**src/rtl/qsfp_sb_scan.sv**
```systemverilog
// Purpose : scans the QSFP cages' TCA6406 sideband expanders through PCA9545 I2C switches.
//           It drives LPMODE/RESETL to each cage and latches MODPRSL/INTL back from it.
// Latency : one I2C command per state; the next command goes out the cycle after the
//           response (or the timeout) of the previous one.
// Backpressure: each command is held until cmd_valid&cmd_ready. Only one command is
//           ever outstanding.
// Ports   : clk/reset (sync, active-high); enable gates scanning; lpmode/resetl are the
//           per-cage requests; cmd_* and rsp_* form the I2C master handshake;
//           modprsl/intl/err/chg are per-cage status; chg_clr is write-1-to-clear;
//           irq is high while chg is non-zero; scan_done pulses at the end of a pass.
module qsfp_sb_scan #(
  parameter int         NUM_QSFP      = 4,
  parameter int         QSFP_PER_MUX  = 2,
  parameter logic [7:0] MUX_ADDR_BASE = 8'hE0,
  parameter logic [7:0] EXP_ADDR      = 8'h40,
  parameter int         POLL_CYCLES   = 1000000,
  parameter int         RSP_TIMEOUT   = 65535
) (
  input  logic                clk,
  input  logic                reset,
  input  logic                enable,
  input  logic [NUM_QSFP-1:0] lpmode,
  input  logic [NUM_QSFP-1:0] resetl,
  output logic                cmd_valid,
  input  logic                cmd_ready,
  output logic [1:0]          cmd_op,
  output logic [7:0]          cmd_dev,
  output logic [7:0]          cmd_reg,
  output logic [7:0]          cmd_wdata,
  input  logic                rsp_valid,
  input  logic [7:0]          rsp_rdata,
  input  logic                rsp_nack,
  output logic [NUM_QSFP-1:0] modprsl,
  output logic [NUM_QSFP-1:0] intl,
  output logic [NUM_QSFP-1:0] err,
  output logic [NUM_QSFP-1:0] chg,
  input  logic [NUM_QSFP-1:0] chg_clr,
  output logic                irq,
  output logic                scan_done
);

  localparam int IW = (NUM_QSFP > 1) ? $clog2(NUM_QSFP) : 1;
  localparam int TW = (RSP_TIMEOUT > 0) ? $clog2(RSP_TIMEOUT + 1) : 1;
  localparam int PW = (POLL_CYCLES > 1) ? $clog2(POLL_CYCLES) : 1;

  typedef enum logic [2:0] {
    IDLE, MUX_SEL, CFG, OUT, RD, MUX_DESEL, NEXT, WAIT
  } state_t;

  state_t          state_q, state_d;
  logic [IW-1:0]   idx_q, idx_d;
  logic            pend_q;        // command accepted, response still owed
  logic [TW-1:0]   tmo_q;         // cycles since the accepting handshake
  logic [PW-1:0]   poll_q;
  logic            hold_q;        // command presented but not yet accepted
  logic [7:0]      hold_wdata_q;
  logic [7:0]      live_wdata;
  logic [7:0]      mux_dev;
  logic [7:0]      mux_sel;
  logic            cmd_fire;
  logic            rsp_hit, tmo_hit, rsp_done, rsp_bad, rsp_good;
  logic            last_cage;
  logic [NUM_QSFP-1:0] chg_set;
  logic            unused_rdata;

  assign unused_rdata = ^{rsp_rdata[7:3], rsp_rdata[0]};

  assign mux_dev = MUX_ADDR_BASE + 8'(4 * (int'(idx_q) / QSFP_PER_MUX));
  assign mux_sel = 8'(32'd1 << (2 * (int'(idx_q) % QSFP_PER_MUX)));

  assign cmd_valid = (state_q inside {MUX_SEL, CFG, OUT, RD, MUX_DESEL}) && !pend_q;
  assign cmd_fire  = cmd_valid && cmd_ready;

  // A response is only meaningful while one is owed; a response in the very
  // cycle the count reaches RSP_TIMEOUT still wins over the timeout.
  assign rsp_hit   = pend_q && rsp_valid;
  assign tmo_hit   = pend_q && !rsp_valid && (tmo_q == TW'(RSP_TIMEOUT));
  assign rsp_done  = rsp_hit || tmo_hit;
  assign rsp_bad   = (rsp_hit && rsp_nack) || tmo_hit;
  assign rsp_good  = rsp_hit && !rsp_nack;
  assign last_cage = (idx_q == IW'(NUM_QSFP - 1));

  assign chg_set = (rsp_good && state_q == RD && (rsp_rdata[2] != modprsl[idx_q]))
                   ? (NUM_QSFP'(1) << idx_q) : '0;
  assign irq     = |chg;

  // Once presented, wdata is frozen so LPMODE/RESETL changes cannot alter a
  // command the master may already be serialising.
  assign cmd_wdata = hold_q ? hold_wdata_q : live_wdata;

  always_comb begin
    cmd_op     = 2'b00;
    cmd_dev    = 8'h00;
    cmd_reg    = 8'h00;
    live_wdata = 8'h00;
    case (state_q)
      MUX_SEL: begin
        cmd_dev    = mux_dev;
        live_wdata = mux_sel;
      end
      CFG: begin
        cmd_op     = 2'b01;
        cmd_dev    = EXP_ADDR;
        cmd_reg    = 8'h03;
        live_wdata = 8'hE6;
      end
      OUT: begin
        cmd_op     = 2'b01;
        cmd_dev    = EXP_ADDR;
        cmd_reg    = 8'h01;
        live_wdata = {3'b000, resetl[idx_q], 1'b0, 2'b00, lpmode[idx_q]};
      end
      RD: begin
        cmd_op     = 2'b10;
        cmd_dev    = EXP_ADDR;
        cmd_reg    = 8'h00;
      end
      MUX_DESEL: begin
        cmd_dev    = mux_dev;
      end
      default: ;
    endcase
  end

  always_comb begin
    state_d   = state_q;
    idx_d     = idx_q;
    scan_done = 1'b0;
    case (state_q)
      IDLE: if (enable) begin
        state_d = MUX_SEL;
        idx_d   = '0;
      end
      // A failed select means no channel was opened, so skip the deselect.
      MUX_SEL:   if (rsp_done) state_d = rsp_bad ? NEXT : CFG;
      CFG:       if (rsp_done) state_d = rsp_bad ? MUX_DESEL : OUT;
      OUT:       if (rsp_done) state_d = rsp_bad ? MUX_DESEL : RD;
      RD:        if (rsp_done) state_d = MUX_DESEL;
      MUX_DESEL: if (rsp_done) state_d = NEXT;
      // Enable is honoured here, after the deselect, so no channel stays open.
      NEXT: begin
        if (last_cage) begin
          scan_done = 1'b1;
          idx_d     = '0;
          state_d   = WAIT;
        end else if (!enable) begin
          idx_d   = '0;
          state_d = IDLE;
        end else begin
          idx_d   = idx_q + IW'(1);
          state_d = MUX_SEL;
        end
      end
      WAIT: if (poll_q == PW'(POLL_CYCLES - 1)) begin
        idx_d   = '0;
        state_d = enable ? MUX_SEL : IDLE;
      end
      default: state_d = IDLE;
    endcase
  end

  always_ff @(posedge clk) begin
    if (reset) begin
      state_q      <= IDLE;
      idx_q        <= '0;
      pend_q       <= 1'b0;
      tmo_q        <= '0;
      poll_q       <= '0;
      hold_q       <= 1'b0;
      hold_wdata_q <= 8'h00;
      modprsl      <= '1;
      intl         <= '1;
      err          <= '0;
      chg          <= '0;
    end else begin
      state_q <= state_d;
      idx_q   <= idx_d;

      if (cmd_fire) begin
        pend_q <= 1'b1;
        tmo_q  <= TW'(1);
      end else if (rsp_done) begin
        pend_q <= 1'b0;
        tmo_q  <= '0;
      end else if (pend_q) begin
        tmo_q  <= tmo_q + TW'(1);
      end

      poll_q <= (state_q == WAIT) ? poll_q + PW'(1) : '0;

      if (cmd_valid && !cmd_ready) begin
        hold_q       <= 1'b1;
        hold_wdata_q <= cmd_wdata;
      end else begin
        hold_q       <= 1'b0;
      end

      if (rsp_bad) begin
        err[idx_q] <= 1'b1;
      end else if (rsp_good && state_q == RD) begin
        err[idx_q]     <= 1'b0;
        modprsl[idx_q] <= rsp_rdata[2];
        intl[idx_q]    <= rsp_rdata[1];
      end

      // A new change in the same cycle as its clear must survive.
      chg <= (chg & ~chg_clr) | chg_set;
    end
  end

endmodule

```
**config.mk**
```make
export PLATFORM = sky130hd
export DESIGN_NAME = qsfp_sb_scan
export DESIGN_NICKNAME = d
export VERILOG_FILES = /design/src/rtl/qsfp_sb_scan.sv
export SDC_FILE = /design/constraint.sdc
export NUM_CORES = 1
export LEC_CHECK = 0
export CORE_MARGIN = 10
export CORE_UTILIZATION = 55
export DETAILED_ROUTE_END_ITERATION = 16
export GPL_ROUTABILITY_DRIVEN = 0
export PLACE_DENSITY = 0.86
export SYNTH_ARGS = -nofsm -noshare
export SYNTH_HDL_FRONTEND = slang
export SYNTH_SLANG_ARGS = --single-unit
```
**constraint.sdc**
```tcl
create_clock -name clk -period 5 [get_ports clk]
set_input_delay 1 -clock clk [delete_from_list [all_inputs] [get_ports clk]]
set_output_delay 1 -clock clk [all_outputs]
set_load 0.05 [all_outputs]
```
==> flow_metrics.tcl, run 1 <==
set metrics [dict create \
    status "finished clean" \
    layout_commonest_cell "dfxtp_1" \
    final_max_slew_viol_count 0 \
    layout_common_cells "dfxtp_1, clkdlybuf4s50_1, nor2_1" \
    total_power_uw 1230 \
    drtPass1Iterations 4 \
    cts-buffers-inserted 9 \
    synthesis.area_sq_um 3300 \
    path_buf_inv 2 \
    min_period_ns 3.86 \
    synth_top_area_share_pct 40.7 \
    first_iter_violations 111 \
    synth_cells 385 \
    ctsHoldBuffers 0 \
    p_comb_share_pct 17.1 \
    synth_cell_types 51 \
    portBuffers 54 \
    rsz0062_at_grt "false" \
    grtUsageTotal_pct 15.5 \
    finalNetCount 464 \
    clock_path_buffers 2 \
    vias_per_cell 5.51 \
    path_class "input pin to primary output" \
    vdd_drop_max_uv 208 \
    max_slew_margin_pct 43.1 \
    start_util_pct 56.0 \
    vias 2808 \
    drc_errors 0 \
    switching_share_pct 28.5 \
    yosysWarnings 0 \
    die_x_microns 97.4 \
    grt_max_degree 37 \
    ys_seq_elements 67 \
    max_stage_delay_ns 0.71 \
    rows 28 \
    routedWlPerCell_microns 14.8 \
    path_common_cell "clkdlybuf4s50_1" \
    cp.required_ns 4.00 \
    drt-total-wl_mm 7.53 \
    ys.flop_type "dfxtp_1" \
    fin_tns_setup_ns 0 \
    ios 71 \
    area_growth_pct 21.6 \
    n_antenna_cell 0 \
    power.share.clock_pct 37.1 \
    cts_setup_buffers 0 \
    synth_edf_count 0 \
    fin_crit_sh_pct 77.2 \
    antenna_left 0 \
    hold_class "register to register" \
    p_int_uw 878 \
    fin_skew_ns 0.00954 \
    yosys-top-cells-area "dfxtp_1, nor2_1, xor2_1, nand2_1, a21oi_1" \
    dieArea_sq_um 9490 \
    drv_cap 0 \
    hpwl_mm 5.46 \
    timing.critical_path.arrival_ns 2.86 \
    htreeDepth 3 \
    fmax_mhz 259 \
    final_hold_viol_count 0 \
    cts.sinks 67 \
    grt_pass1_vias 2761 \
    synth_top_area_cell "dfxtp_1" \
    p_leak_uw 0.00144 \
    finalSetupViolCount 0 \
    core_area_sq_um 5890 \
    cts_root_buffer "clkbuf_8" \
    clkLatencyLatePin_ns 0.34 \
    avgSynthCellArea_sq_um 8.56 \
    cts.repair.resized 0 \
    yosysSeqAreaShare_pct 40.7 \
    drive_gt1_share_pct 6.44 \
    async_flop_share_pct 0 \
    antenna_found_initial 0 \
    clk_pin_slew_ns 0.06 \
    grt-ovfl-total 0 \
    crit_chain "clkdlybuf4s50_1, mux4_2, a32o_1, clkdlybuf4s50_1" \
    power.density_nw_per_um2 306 \
    p_seq_share_pct 45.7 \
    crit_path_top_delay_cell "clkdlybuf4s50_1" \
    worst-path-max-fanout 2 \
    grt_pass1_wl_mm 12.8 \
    switchingPower_uw 349 \
    die_y_microns 97.4 \
    cp_top_family "buffers and inverters" \
    worstSetupStartpointType "input pin" \
    worst_pin_slew_ns 0.848 \
    cts_tree "built" \
    cp-end-kind "primary output" \
]
## final cells by class
class	instances	area, sq um
clock inverters	2	35.0
flip-flops and latches	67	1340
clock buffers	12	165
multi-input cells	289	1790
inverters	10	37.5
well taps	75	93.8
repair buffers	55	548
fillers	453	1880
## cells by family (layout without fill, tap and decap cells)
logic type	after synthesis	after routing	share of synthesized area, %
AND/OR/NAND/NOR	171	171	26.3
AO/OA/AOI/OAI	68	68	14.5
flip-flops	67	67	40.7
buffers and inverters	38	79	6.11
XOR/XNOR	29	29	7.70
adder cells (fa/ha/maj)	6	6	2.28
multiplexers	5	5	2.28
other	1	10	0.114
## routing by layer
metal  GRT usage [%]  up-vias  part of all wire, %
li1                -     1409                    -
met1            18.0     1306                   44
met2            26.3       84                   49
met3            4.69        9                  5.9
met4            5.37        0                  1.3
met5               0        -                    0
## path summary, 6_finish.rpt
kind         cells past startpoint  slack [ns]                 start                    end
max                              4        1.14             resetl[3]           cmd_wdata[4]
min                              1        0.45  poll_q[0]$_SDFF_PP0_   poll_q[0]$_SDFF_PP0_
max reg2reg                      6        2.79   pend_q$_SDFFE_PP0P_  tmo_q[5]$_SDFFE_PP0P_
min reg2reg                      1        0.45  poll_q[0]$_SDFF_PP0_   poll_q[0]$_SDFF_PP0_
## sequential cells by signal, summed over array words and instances (netlist names), named ones only
signal        count
chg               4
hold_q            1
hold_wdata_q      8
idx_q             2
intl              4
modprsl           4
pend_q            1
poll_q           20
state_q           3
tmo_q            16
## power groups by stage
stage	Clock, uW	Sequential, uW	Combinational (uW)
after floorplan	0	562	167
after global placement	0	572	205
after detailed placement	0	572	208
after CTS	466	560	210
after global routing	486	563	222
final	456	561	210
## cell usage after synthesis (2+ instances only)
cell and instances:
a21oi_1 26, a32o_1 2, nor4_1 2, and3_1 12
nor2b_1 9, dfxtp_1 67, mux2i_1 3, o31ai_1 3
or3_1 7, nor2_1 51, clkbuf_1 9, a211o_1 8
nand2b_1 8, and4_1 3, nor3_1 7, nor3_2 3
nand3_1 12, a211oi_1 7, o21ai_0 8, ha_1 6
mux4_2 2, buf_4 12, a21o_1 4, o32ai_1 2
nand4_1 5, nand2_1 40, xor2_1 19, xnor2_1 10
inv_1 10, buf_2 5, nor3b_1 2, and2_1 2
## worst reg2reg max path, stage by stage (launching register included)
cell,delay (ns)
dfxtp_1,0.62
nand4_4,0.20
or3b_4,0.44
o31ai_4,0.36
inv_1,0.12
nand2_2,0.24
nor2_1,0.10
## per-stage QoR
stage	std cells	utilization [%]	setup WS [ns]	instance area (sq um)	hold slack, ns
2_1_floorplan	394	-	1.09	3330	0.418
3_3_place_gp	496	64.7	1.16	3810	0.428
3_5_place_dp	496	64.7	1.14	3810	0.438
4_1_cts	510	68.1	1.13	4010	0.451
5_1_grt	510	68.1	1.10	4010	0.489
6_report	510	68.1	1.14	4010	0.447
No activity file was read; power rests on OpenSTA's default activity.
==> inputs of run 2 (changes only) <==
--- a/config.mk
+++ b/config.mk
@@ -6,10 +6,10 @@
 export NUM_CORES = 1
 export LEC_CHECK = 0
 export CORE_MARGIN = 10
-export CORE_UTILIZATION = 55
+export CORE_UTILIZATION = 51
 export DETAILED_ROUTE_END_ITERATION = 16
 export GPL_ROUTABILITY_DRIVEN = 0
-export PLACE_DENSITY = 0.86
+export PLACE_DENSITY = 0.8
 export SYNTH_ARGS = -nofsm -noshare
 export SYNTH_HDL_FRONTEND = slang
 export SYNTH_SLANG_ARGS = --single-unit
==> constraint.sdc (replaced) <==
create_clock -name clk -period 4 [get_ports clk]
set_input_delay 0.8 -clock clk [delete_from_list [all_inputs] [get_ports clk]]
set_output_delay 0.8 -clock clk [all_outputs]
set_load 0.05 [all_outputs]
==> run 2 against run 1 <==
Effect of this change:
- register-to-register slack got worse by 0.94 ns
- total power rose by 35%
- largest power group unchanged
- via count rose by 0.39%
- first-iteration DRC count fell by 21%
- count of clock-buffer cells in the layout fell by 2
- die area rose by 6.2%
- sequential cell count did not move
- sequential power rose by 25%
==> flow_metrics.tcl, run 2 (same netlist as run 1, synthesis figures left out) <==
set metrics [dict create \
    p_comb_share_pct 15.7 \
    routedWlPerCell_microns 14.6 \
    drtPass1Iterations 4 \
    n_antenna_cell 0 \
    cts.sinks 67 \
    grt_max_degree 36 \
    max_slew_margin_pct 43.1 \
    fin_skew_ns 0.0101 \
    first_iter_violations 88 \
    min_period_ns 3.46 \
    final_hold_viol_count 0 \
    grtUsageTotal_pct 15.1 \
    layout_common_cells "dfxtp_1, clkdlybuf4s50_1, nor2_1" \
    drive_gt1_share_pct 6.86 \
    crit_start "resetl[2]" \
    fin_crit_sh_pct 86.5 \
    power.density_nw_per_um2 409 \
    die_x_microns 100 \
    grt_pass1_vias 2735 \
    drc_errors 0 \
    rows 29 \
    die_y_microns 100 \
    worst-path-max-fanout 2 \
    finalNetCount 464 \
    hpwl_mm 5.46 \
    crit_path_top_delay_cell "clkdlybuf4s50_1" \
    status "finished clean" \
    htreeDepth 3 \
    drv_cap 0 \
    p_int_uw 1200 \
    path_buf_inv 2 \
    cts_tree "built" \
    cp-end-kind "primary output" \
    largest_reg_flops 20 \
    max_stage_delay_ns 0.70 \
    clkLatencyLatePin_ns 0.35 \
    grt_pass1_wl_mm 12.7 \
    hold_ws_ns 0.452 \
    ios 71 \
    ctsHoldBuffers 0 \
    path_common_cell "clkdlybuf4s50_1" \
    wl_met2_mm 3.62 \
    top_regs "poll_q x20, tmo_q x16, hold_wdata_q x8" \
    fin_tns_setup_ns 0 \
    cp_top_family "buffers and inverters" \
    p_leak_uw 0.00146 \
    cts_setup_buffers 0 \
    drt-total-wl_mm 7.48 \
    p_seq_share_pct 42.3 \
    cts.repair.resized 0 \
    core_area_sq_um 6310 \
    r2r_end "tmo_q[9]$_SDFFE_PP0P_" \
    vdd_drop_max_uv 275 \
    layout_commonest_cell "dfxtp_1" \
    routed-wl-met3_microns 554 \
    vias_per_cell 5.48 \
    worst_pin_slew_ns 0.847 \
    r2r_cells 6 \
    fmax_mhz 289 \
    path_depth 4 \
    final_max_slew_viol_count 0 \
    clock_path_buffers 2 \
    wl_met1_mm 3.23 \
    clk_pin_slew_ns 0.07 \
    start_util_pct 52.2 \
    switchingPower_uw 461 \
    antenna_found_initial 0 \
    ff2ff_setup_slack_ns 1.85 \
    cts-buffers-inserted 9 \
    finalSetupViolCount 0 \
    highest_layer "met4" \
    worstSetupStartpointType "input pin" \
    area_growth_pct 23.2 \
    power.share.clock_pct 42.0 \
    dieArea_sq_um 10100 \
    grt-ovfl-total 0 \
    timing.critical_path.arrival_ns 2.66 \
    design_area_sq_um 4060 \
    hold_class "register to register" \
    crit_chain "clkdlybuf4s50_1, mux4_2, a32o_1, clkdlybuf4s50_1" \
    cts_root_buffer "clkbuf_8" \
    regMostFlops "poll_q" \
    path_class "input pin to primary output" \
    endpoint "cmd_wdata[4]" \
    portBuffers 54 \
    r2r-start "pend_q$_SDFFE_PP0P_" \
    cp.required_ns 3.20 \
    antenna_left 0 \
    dpl_cell_area_sq_um 3810 \
    vias 2819 \
    switching_share_pct 27.8 \
    rsz0062_at_grt "false" \
]
## run 2: metrics by stage
stage          util [%]  power (uW)  setup slack (ns)  cells
2_1_floorplan         -         911             0.292    394
5_1_grt            64.3        1720             0.366    514
6_report           64.3        1660             0.540    514
3_5_place_dp       60.4         977             0.546    498
4_1_cts            64.3        1670             0.540    514
3_3_place_gp       60.4         972             0.546    498
## run 2: power by group through the flow
stage	sequential (uW)	clock, uW	combinational, uW
floorplan	702	0	209
global placement	715	0	256
detailed placement	716	0	261
CTS	701	705	262
global route	704	732	280
finish	701	697	261
## run 2: worst min-delay path by stage
stage / from / end / slack (ns) / depth (start not counted)
floorplan: poll_q[0]$_SDFF_PP0_ / poll_q[0]$_SDFF_PP0_ / 0.42 / 1
detailed placement: poll_q[0]$_SDFF_PP0_ / poll_q[0]$_SDFF_PP0_ / 0.44 / 1
CTS: poll_q[0]$_SDFF_PP0_ / poll_q[0]$_SDFF_PP0_ / 0.45 / 1
finish: poll_q[0]$_SDFF_PP0_ / poll_q[0]$_SDFF_PP0_ / 0.45 / 1
global route: hold_wdata_q[3]$_SDFFE_PP0P_ / hold_wdata_q[3]$_SDFFE_PP0P_ / 0.48 / 1
global placement: poll_q[0]$_SDFF_PP0_ / poll_q[0]$_SDFF_PP0_ / 0.43 / 1
## run 2: routing by layer
metal	GRT usage, %	vias up
met5	0	-
met2	25.2	84
met1	17.9	1320
met4	4.57	0
met3	4.81	7
li1	-	1408
## run 2: final cells by class
cell class / count / area [sq um]
Inverter: 10 / 37.5
Fill cell: 536 / 2250
Timing Repair Buffer: 55 / 548
Sequential cell: 67 / 1340
Clock inverter: 6 / 113
Clock buffer: 10 / 138
Multi-Input combinational cell: 289 / 1790
Tap cell: 77 / 96.3
==> inputs of run 3 (changes only) <==
--- a/config.mk
+++ b/config.mk
@@ -10,6 +10,7 @@
 export DETAILED_ROUTE_END_ITERATION = 16
 export GPL_ROUTABILITY_DRIVEN = 0
 export PLACE_DENSITY = 0.8
+export RECOVER_POWER = 25
 export SYNTH_ARGS = -nofsm -noshare
 export SYNTH_HDL_FRONTEND = slang
 export SYNTH_SLANG_ARGS = --single-unit
==> run 3 against run 2 <==
Effect of this change:
- maximum frequency about the same
- combinational power about the same
- critical path depth unchanged
- highest routed layer unchanged
- first-iteration DRC count down 14%
- critical endpoint unchanged
- global-route usage unchanged
- largest power group unchanged
==> flow_metrics.tcl, run 3 (same netlist as run 1, synthesis figures left out) <==
set metrics [dict create \
    clock_path_buffers 2 \
    cts_root_buffer "clkbuf_8" \
    power.density_nw_per_um2 411 \
    rsz0062_at_grt "false" \
    die_y_microns 100 \
    fin_crit_sh_pct 86.5 \
    die_x_microns 100 \
    nFillCells 540 \
    largest_reg_flops 20 \
    hpwl_mm 5.46 \
    r2r_cells 6 \
    cp.required_ns 3.20 \
    antenna_found_initial 0 \
    vdd_drop_max_uv 275 \
    endpoint "cmd_wdata[4]" \
    top_regs "poll_q x20, tmo_q x16, hold_wdata_q x8" \
    ctsHoldBuffers 0 \
    crit_chain "clkdlybuf4s50_1, mux4_2, a32o_1, clkdlybuf4s50_1" \
    drtPass1Iterations 6 \
    final_max_slew_viol_count 0 \
    cts_setup_buffers 0 \
    ff2ff_setup_slack_ns 1.55 \
    hold_class "register to register" \
    vias_per_cell 5.49 \
    antenna_left 0 \
    n_antenna_cell 0 \
    dpl_cell_area_sq_um 3810 \
    max_slew_margin_pct 44.2 \
    drive_gt1_share_pct 6.18 \
    dieArea_sq_um 10100 \
    regMostFlops "poll_q" \
    clkLatencyLatePin_ns 0.34 \
    drt-total-wl_mm 7.49 \
    area_growth_pct 22.3 \
    portBuffers 54 \
    finalNetCount 464 \
    crit_start "resetl[2]" \
    drc_errors 0 \
    htreeDepth 3 \
    crit_path_top_delay_cell "clkdlybuf4s50_1" \
    hold_path_depth 1 \
    wl_met2_mm 3.57 \
    drv_cap 0 \
    rows 29 \
    fin_tns_setup_ns 0 \
    layout_commonest_cell "dfxtp_1" \
    timing.critical_path.arrival_ns 2.66 \
    first_iter_violations 76 \
    path_class "input pin to primary output" \
    grt_pass1_wl_mm 12.7 \
    place_inst 498 \
    start_util_pct 52.2 \
    worstSetupStartpointType "input pin" \
    routedWlPerCell_microns 14.6 \
    path_common_cell "clkdlybuf4s50_1" \
    final_hold_viol_count 0 \
    fin_skew_ns 0.00973 \
    worst_pin_slew_ns 0.830 \
    routed-wl-met3_microns 550 \
    r2r-start "pend_q$_SDFFE_PP0P_" \
    cp-end-kind "primary output" \
    grt-ovfl-total 0 \
    vias 2820 \
    cts.sinks 67 \
    cts_tree "built" \
    finalSetupViolCount 0 \
    core_area_sq_um 6310 \
    status "finished clean" \
    p_leak_uw 0.00146 \
    final_cells 514 \
    r2r_end "tmo_q[9]$_SDFFE_PP0P_" \
    cts-buffers-inserted 9 \
    grt_max_degree 36 \
    design_area_sq_um 4030 \
    fmax_mhz 289 \
    grt_pass1_vias 2735 \
    grtUsageTotal_pct 15.1 \
    max_stage_delay_ns 0.70 \
    worst-path-max-fanout 2 \
    min_period_ns 3.46 \
    ios 71 \
    wl_met1_mm 3.28 \
    highest_layer "met4" \
    layout_common_cells "dfxtp_1, clkdlybuf4s50_1, nor2_1" \
    clk_pin_slew_ns 0.07 \
    cts.repair.resized 0 \
]
==> run 3: cell count changes in the layout (fill, tap and decap cells not counted) <==
| cell | previous run | this run |
|---|---|---|
| o31ai_4 | 1 | 0 |
| dlygate4sd3_1 | 0 | 1 |
| nor3_2 | 3 | 2 |
| o21ai_0 | 8 | 9 |
| o21ai_4 | 1 | 0 |
| clkdlybuf4s50_1 | 54 | 53 |
| o31ai_1 | 3 | 4 |
| nor3_1 | 7 | 8 |
==> run 3: worst max-delay path, delay by kind of cell <==
kind,cells,cell delay (ns)
buffers and inverters,2,1.11
AO/OA/AOI/OAI,1,0.28
multiplexers,1,0.46
==> run 3: power breakdown <==
group	leakage, uW	switching, uW	internal, uW
Combinational	0.000791	173	87.7
Sequential	0.000540	23.6	677
Clock	0.000126	263	432
==> run 3: area by class of cell <==
type | count | area, sq um | area share (%)
Clock inverter | 6 | 113 | 2.79
Inverter | 10 | 37.5 | 0.931
Sequential cell | 67 | 1340 | 33.3
Clock buffer | 10 | 138 | 3.41
Timing Repair Buffer | 55 | 548 | 13.6
Multi-Input combinational cell | 289 | 1760 | 43.6
Tap cell | 77 | 96.3 | 2.39
==> run 3: layer usage <==
metal | track usage, % | vias up
met5 | 0 | -
met4 | 4.57 | 0
met3 | 4.81 | 7
met2 | 25.2 | 83
met1 | 17.9 | 1323
li1 | - | 1407
==> run 3: how the worst min path moves through the flow <==
| stage | start | to | slack, ns |
|---|---|---|---|
| finish | poll_q[0]$_SDFF_PP0_ | poll_q[0]$_SDFF_PP0_ | 0.45 |
| floorplan | poll_q[0]$_SDFF_PP0_ | poll_q[0]$_SDFF_PP0_ | 0.42 |
| global placement | poll_q[0]$_SDFF_PP0_ | poll_q[0]$_SDFF_PP0_ | 0.43 |
| detailed placement | poll_q[0]$_SDFF_PP0_ | poll_q[0]$_SDFF_PP0_ | 0.44 |
| CTS | poll_q[0]$_SDFF_PP0_ | poll_q[0]$_SDFF_PP0_ | 0.45 |
| global route | hold_wdata_q[3]$_SDFFE_PP0P_ | hold_wdata_q[3]$_SDFFE_PP0P_ | 0.48 |
==> run 3: metrics by stage <==
stage / util, % / total power [uW] / hold slack [ns] / setup WS [ns]
3_5_place_dp: 60.4 / 977 / 0.441 / 0.546
3_3_place_gp: 60.4 / 972 / 0.428 / 0.546
4_1_cts: 64.3 / 1670 / 0.451 / 0.540
5_1_grt: 63.9 / 1710 / 0.485 / 0.366
2_1_floorplan: - / 911 / 0.418 / 0.292
6_report: 63.9 / 1660 / 0.452 / 0.539
